===== config.mk =====
export PLATFORM = sky130hd
export DESIGN_NAME = inv_sub_bytes_serial_flat
export DESIGN_NICKNAME = d
export VERILOG_FILES = /design/src/rtl/inv_sub_bytes_serial_if.sv /design/src/rtl/inv_sub_bytes_serial.sv /design/src/flat_wrapper.sv
export SDC_FILE = /design/constraint.sdc
export NUM_CORES = 2
export LEC_CHECK = 0
export ABC_CLOCK_PERIOD_IN_PS = 10500
export BUFFER_PORTS_ARGS = -buffer_cell sky130_fd_sc_hd__buf_2
export CAP_MARGIN = 40
export CORE_MARGIN = 10
export CORE_UTILIZATION = 35
export DETAILED_ROUTE_END_ITERATION = 6
export PLACE_DENSITY_LB_ADDON = 0.05
export SETUP_SLACK_MARGIN = 0.1
export SLEW_MARGIN = 30
export SYNTH_ARGS = -nofsm -noshare
export SYNTH_HDL_FRONTEND = slang
export SYNTH_SLANG_ARGS = --single-unit

===== constraint.sdc =====
create_clock -name clk -period 10.5 [get_ports clk]
set_input_delay 1.575 -clock clk [delete_from_list [all_inputs] [get_ports clk]]
set_output_delay 1.575 -clock clk [all_outputs]
set_load 0.005 [all_outputs]

===== src/rtl/inv_sub_bytes_serial_if.sv =====
// rtl/inv_sub_bytes_serial_if.sv - block-in / block-out handshake bundle for the inverse SubBytes engine
interface inv_sub_bytes_serial_if;
  logic         in_valid;
  logic         in_ready;
  logic [127:0] block;
  logic [127:0] round_key;
  logic         out_valid;
  logic         out_ready;
  logic [127:0] new_block;

  modport master (
    output in_valid, block, round_key, out_ready,
    input  in_ready, out_valid, new_block
  );

  modport slave (
    input  in_valid, block, round_key, out_ready,
    output in_ready, out_valid, new_block
  );
endinterface


===== src/rtl/inv_sub_bytes_serial.sv =====
// rtl/inv_sub_bytes_serial.sv - serial AES inverse SubBytes with optional AddRoundKey, BYTES_PER_CYCLE lookups per clock
module inv_sub_bytes_serial #(
  parameter int BYTES_PER_CYCLE = 4,
  parameter int ADD_KEY         = 1
) (
  input  logic                  clk,
  input  logic                  rst,
  inv_sub_bytes_serial_if.slave bus
);
  localparam int CHUNKS = 16 / BYTES_PER_CYCLE;
  localparam int CW     = (CHUNKS > 1) ? $clog2(CHUNKS) : 1;

  localparam logic [1:0] IDLE = 2'd0;
  localparam logic [1:0] BUSY = 2'd1;
  localparam logic [1:0] DONE = 2'd2;

  // Row r holds inv_sbox[16r .. 16r+15]; entry x sits at bits {~x, 3'b111} -: 8.
  localparam logic [2047:0] INV_SBOX = {
    128'h52096ad53036a538bf40a39e81f3d7fb,
    128'h7ce339829b2fff87348e4344c4dee9cb,
    128'h547b9432a6c2233dee4c950b42fac34e,
    128'h082ea16628d924b2765ba2496d8bd125,
    128'h72f8f66486689816d4a45ccc5d65b692,
    128'h6c704850fdedb9da5e154657a78d9d84,
    128'h90d8ab008cbcd30af7e45805b8b34506,
    128'hd02c1e8fca3f0f02c1afbd0301138a6b,
    128'h3a9111414f67dcea97f2cfcef0b4e673,
    128'h96ac7422e7ad3585e2f937e81c75df6e,
    128'h47f11a711d29c5896fb7620eaa18be1b,
    128'hfc563e4bc6d279209adbc0fe78cd5af4,
    128'h1fdda8338807c731b11210592780ec5f,
    128'h60517fa919b54a0d2de57a9f93c99cef,
    128'ha0e03b4dae2af5b0c8ebbb3c83539961,
    128'h172b047eba77d626e169146355210c7d
  };

  function automatic logic [7:0] inv_sbox(input logic [7:0] x);
    return INV_SBOX[{~x, 3'b111} -: 8];
  endfunction

  logic [1:0]    state;
  logic [CW-1:0] cnt;
  logic [127:0]  blk_q;
  logic [127:0]  key_q;
  logic [127:0]  result_q;
  logic [127:0]  sub_next;
  logic          out_valid_q;
  logic          last_chunk;
  int            base;

  assign base       = BYTES_PER_CYCLE * int'(cnt);
  assign last_chunk = (cnt == CW'(CHUNKS - 1));

  always_comb begin
    sub_next = result_q;
    for (int b = 0; b < BYTES_PER_CYCLE; b++) begin
      sub_next[8*(base+b) +: 8] = inv_sbox(blk_q[8*(base+b) +: 8])
                                ^ ((ADD_KEY != 0) ? key_q[8*(base+b) +: 8] : 8'h00);
    end
  end

  // DONE spends its first cycle settling out_valid; the handshake is honoured only once it is visible.
  always_ff @(posedge clk) begin
    if (rst) begin
      state       <= IDLE;
      cnt         <= '0;
      blk_q       <= '0;
      key_q       <= '0;
      result_q    <= '0;
      out_valid_q <= 1'b0;
    end else begin
      case (state)
        IDLE: begin
          if (bus.in_valid) begin
            blk_q <= bus.block;
            key_q <= bus.round_key;
            cnt   <= '0;
            state <= BUSY;
          end
        end
        BUSY: begin
          result_q <= sub_next;
          if (last_chunk) begin
            state <= DONE;
          end else begin
            cnt <= cnt + 1'b1;
          end
        end
        DONE: begin
          if (!out_valid_q) begin
            out_valid_q <= 1'b1;
          end else if (bus.out_ready) begin
            out_valid_q <= 1'b0;
            state       <= IDLE;
          end
        end
        default: state <= IDLE;
      endcase
    end
  end

  assign bus.in_ready  = (state == IDLE);
  assign bus.out_valid = out_valid_q;
  assign bus.new_block = result_q;
endmodule


===== src/flat_wrapper.sv =====
// flat-port wrapper written by rule: the top's interface ports become plain ports
module inv_sub_bytes_serial_flat 
#(
  parameter int BYTES_PER_CYCLE = 4,
  parameter int ADD_KEY         = 1
)
  (clk, rst, bus_in_valid, bus_block, bus_round_key, bus_out_ready, bus_in_ready, bus_out_valid, bus_new_block);
  inv_sub_bytes_serial_if bus_i ();
  input  logic clk;
  input  logic rst;
  input wire logic [$bits(bus_i.in_valid)-1:0] bus_in_valid;
  input wire logic [$bits(bus_i.block)-1:0] bus_block;
  input wire logic [$bits(bus_i.round_key)-1:0] bus_round_key;
  input wire logic [$bits(bus_i.out_ready)-1:0] bus_out_ready;
  output wire logic [$bits(bus_i.in_ready)-1:0] bus_in_ready;
  output wire logic [$bits(bus_i.out_valid)-1:0] bus_out_valid;
  output wire logic [$bits(bus_i.new_block)-1:0] bus_new_block;
  assign bus_i.in_valid = bus_in_valid;
  assign bus_i.block = bus_block;
  assign bus_i.round_key = bus_round_key;
  assign bus_i.out_ready = bus_out_ready;
  assign bus_in_ready = bus_i.in_ready;
  assign bus_out_valid = bus_i.out_valid;
  assign bus_new_block = bus_i.new_block;
  inv_sub_bytes_serial #(.BYTES_PER_CYCLE(BYTES_PER_CYCLE), .ADD_KEY(ADD_KEY)) u_core (.clk(clk), .rst(rst), .bus(bus_i));
endmodule

==> metrics.md <==
| Metric | Value |
|---|---|
| Outcome | `finished with violations` |
| CTS Root Cell | `clkbuf_16` |
| # H-tree levels | `2` |
| Power Dens Cells | `146 mW/mm^2` |
| Int Power | `3.10 mW` |
| Top cell type's share of synthesized area | `between 20% and 30%` |
| Largest buffer count on any clock path | `3` |
| Combinational power share | `33.5%` |
| Hold_buf cts | `0` |
| CTS buffer count | `46` |
| Worst R2R Start | `u_core.cnt[1]` |
| Critical path origin | `u_core.cnt[1]` |
| RSZ-0062 raised after global routing | `false` |
| Core area | `0.0853 mm^2` |
| Post-synthesis sequential area ratio | `25.9%` |
| DRT iter0 DRCs | `4,353` |
| Fill cells | `around 9,100` |
| Cell variety after synth | `98` |
| DIE AREA | `0.0981 mm^2` |
| F_max | `163 MHz` |
| Setup_tns | `0 ns` |
| Fin. Hold Viols | `0` |
| GRT overflow | `0` |
| Crit path arrival time | `6.61 ns` |
| Synth top cells by count | `nand2_1, a21oi_1, dfxtp_1, clkbuf_1, nor2_1` |
| Rel. slew slack | `25.9%` |
| FF+latch count, synth | `389` |
| Die Width | `roughly 310 um` |
| Top_reg_cell synth | `dfxtp_1` |
| Vias in the first global route | `31,280` |
| Final min period | `just over 6 ns` |
| Final nets | `4,409` |
| Final setup violation count | `0` |
| DRT Wirelength | `144,000 um` |
| Pin count of the biggest net entering global routing | `178` |
| Port Buffers | `389` |
| Post CTS Setup Buffer Count | `0` |
| Slew Limit Fails | `0` |
| Post-route antenna net violation count | `0` |
| Clock slew seen by the registers of the worst setup and hold paths | `0.06 ns` |
| DRT Pass-1 Iters | `7` |
| Worst Hold Class | `reg2reg` |
| Hold_sp | `u_core.bus.new_block[6]` |
| Initial Util | `35.3%` |
| Vias per inst | `6.33` |
| CTS tree | `yes` |
| Worst setup path end | `u_core.bus.new_block[80]` |
| Clock power share | `34.2%` |
| WHS | `0.446 ns` |
| Number of synthesized flops with an enable pin | `0` |
| Most frequent cell after synthesis | `nand2_1` |
| Synth area leader | `dfxtp_1` |
| RePlAce Congestion | `0.988` |
| Post_cts resized | `0` |
| Avg Cell Area, Syn | `7.61 um^2` |
| Switching share of total power | `37.3%` |
| Io pins | `between 300 and 400` |
| Net Sw Power | `1.84 mW` |
| Clk sink count | `389` |
| Residual DRC count | `1` |
| Tightest Pin Transition | `~1.1 ns` |
| Worst r2r path cells | `12` |
| Yosys warning count | `0` |
| R2R Setup Slk | `4.38 ns` |
| Peak supply drop | `0.123 mV` |
| Top cells by area, synth | `dfxtp_1, nand2_1, a21oi_1, mux4_2, mux2i_1` |
| Static Leak | `12.7 nW` |
| Die Y | `313 um` |
| Tcrit/Tclk final | `58.3%` |
| CP Launch Type | `flip-flop` |
| Initial antenna violation count | `14` |
| Via Count | `33,177` |
| Net Count, Synth | `approximately 4,300` |
| Synth async-reset ratio | `0%` |
| # rows | `roughly 110` |
| Failing checks | `DRC` |
| Worst-skew pair later-pin latency | `0.60 ns` |
| Global-route wire length before repair | `213,000 um` |
| Average wire per standard cell | `27.5 um` |
| Register area | `0.00779 mm^2` |
| Worst Setup End Kind | `flip-flop` |
| Gr usage total | `27.6%` |
| Share of cells above drive strength 1 | `about 17%` |
| HPWL Detailed | `101,000 um` |
| MaxCap Viol Count | `0` |
| Worst Clk Skew | `between 0.01 and 0.015 ns` |
| Cells after Synth | `between 3,000 and 4,000` |
| Reg power frac | `between 30% and 40%` |
| CP required | `10.99 ns` |
| Synthesized area | `about 0.03 mm^2` |
| Crit Reg-Reg Endpoint | `u_core.bus.new_block[80]` |
| WS Path Type | `reg2reg` |
| Worst Path Max Fanout | `44` |
| P&R area growth vs syn | `12.6%` |
| Multi-input gate area | `0.0203 mm^2` |
## how the worst min path moves through the flow
stage	to	slack [ns]	cells past startpoint
4_1_cts	u_core.bus.new_block[6]	0.45	2
2_1_floorplan	u_core.key_q[108]	0.43	2
6_report	u_core.bus.new_block[6]	0.45	2
5_1_grt	u_core.key_q[121]	0.47	2
3_3_place_gp	u_core.bus.new_block[114]	0.43	2
3_5_place_dp	u_core.bus.new_block[6]	0.44	2
## final cells by class
type	count	share of cell area, %
Multi-Input combinational cell	3114	59.7
Sequential cell	389	23.0
Timing Repair Buffer	460	7.77
Tap cell	1144	4.22
Clock buffer	67	3.92
Clock inverter	16	0.771
Inverter	50	0.554
Antenna cell	5	0.0369
## power groups by stage
stage | sequential, mW | combinational (mW) | clock [mW]
after floorplan | 1.61 | 1.07 | 0
after global placement | 1.63 | 1.61 | 0
after detailed placement | 1.63 | 1.59 | 0
after CTS | 1.60 | 1.60 | 1.73
after global routing | 1.60 | 1.75 | 1.79
final | 1.59 | 1.66 | 1.69
## per-layer routing
metal,share of wire (%),GRT usage (%),vias to the layer above
met3,9.3,5.07,394
li1,-,-,14834
met5,0.059,0,-
met4,4.4,10.6,14
met1,41,36.3,15877
met2,45,44.5,2058
## cells by family after synthesis
kind of cell	after synthesis	synth area share, %
buf+inv	454	7.00
simple gates	1453	21.7
mux	249	11.3
compound gates	1284	29.3
flops	389	25.9
fa+ha+maj	89	3.70
xor+xnor	39	1.16
## state kept, by name (all words and copies together), names as in the netlist
signal / flops
u_core.blk_q: 128
u_core.bus.new_block: 128
u_core.bus.out_valid: 1
u_core.cnt: 2
u_core.key_q: 128
u_core.state: 2
## cell usage in the layout, fill, tap and decap left out, drive strengths merged, types with 40 or more instances in the layout
| cell type | synthesis | layout |
|---|---|---|
| a211oi | 60 | 60 |
| a21oi | 401 | 401 |
| a22o | 69 | 69 |
| a311oi | 57 | 57 |
| a31oi | 41 | 41 |
| and2 | 50 | 50 |
| buf | 189 | 460 |
| clkbuf | 215 | 67 |
| dfxtp | 389 | 389 |
| ha | 88 | 88 |
| inv | 47 | 50 |
| mux2 | 41 | 41 |
| mux2i | 141 | 141 |
| mux4 | 67 | 67 |
| nand2 | 783 | 783 |
| nand2b | 73 | 73 |
| nand3 | 84 | 84 |
| nor2 | 194 | 194 |
| nor3 | 83 | 83 |
| o211ai | 70 | 70 |
| o21ai | 168 | 168 |
| o311ai | 54 | 54 |
| o31ai | 40 | 40 |
## metrics by stage
step | area, um^2 | std cells | utilization, % | total power [mW] | setup slack, ns
after floorplan | 30100 | 3957 | - | 2.68 | 6.73
after global placement | 32100 | 5144 | 37.6 | 3.24 | 4.28
after detailed placement | 32200 | 5153 | 37.8 | 3.22 | 4.29
after CTS | 33800 | 5236 | 39.7 | 4.93 | 4.26
after global routing | 33900 | 5240 | 39.7 | 5.14 | 4.17
final | 33900 | 5245 | 39.8 | 4.95 | 4.38
## critical path, stage by stage (launching register included)
cell and delay [ns]:
dfxtp_4 0.51, buf_4 0.67, mux4_2 0.94, inv_1 0.37, ha_1 0.86, inv_1 0.54, or2_1 0.52, a311oi_1 0.34
a211o_1 0.15, o21ai_1 0.10, a2111oi_4 0.50, xnor2_1 0.21, a22o_1 0.25
(Power assumes the default switching activity.)
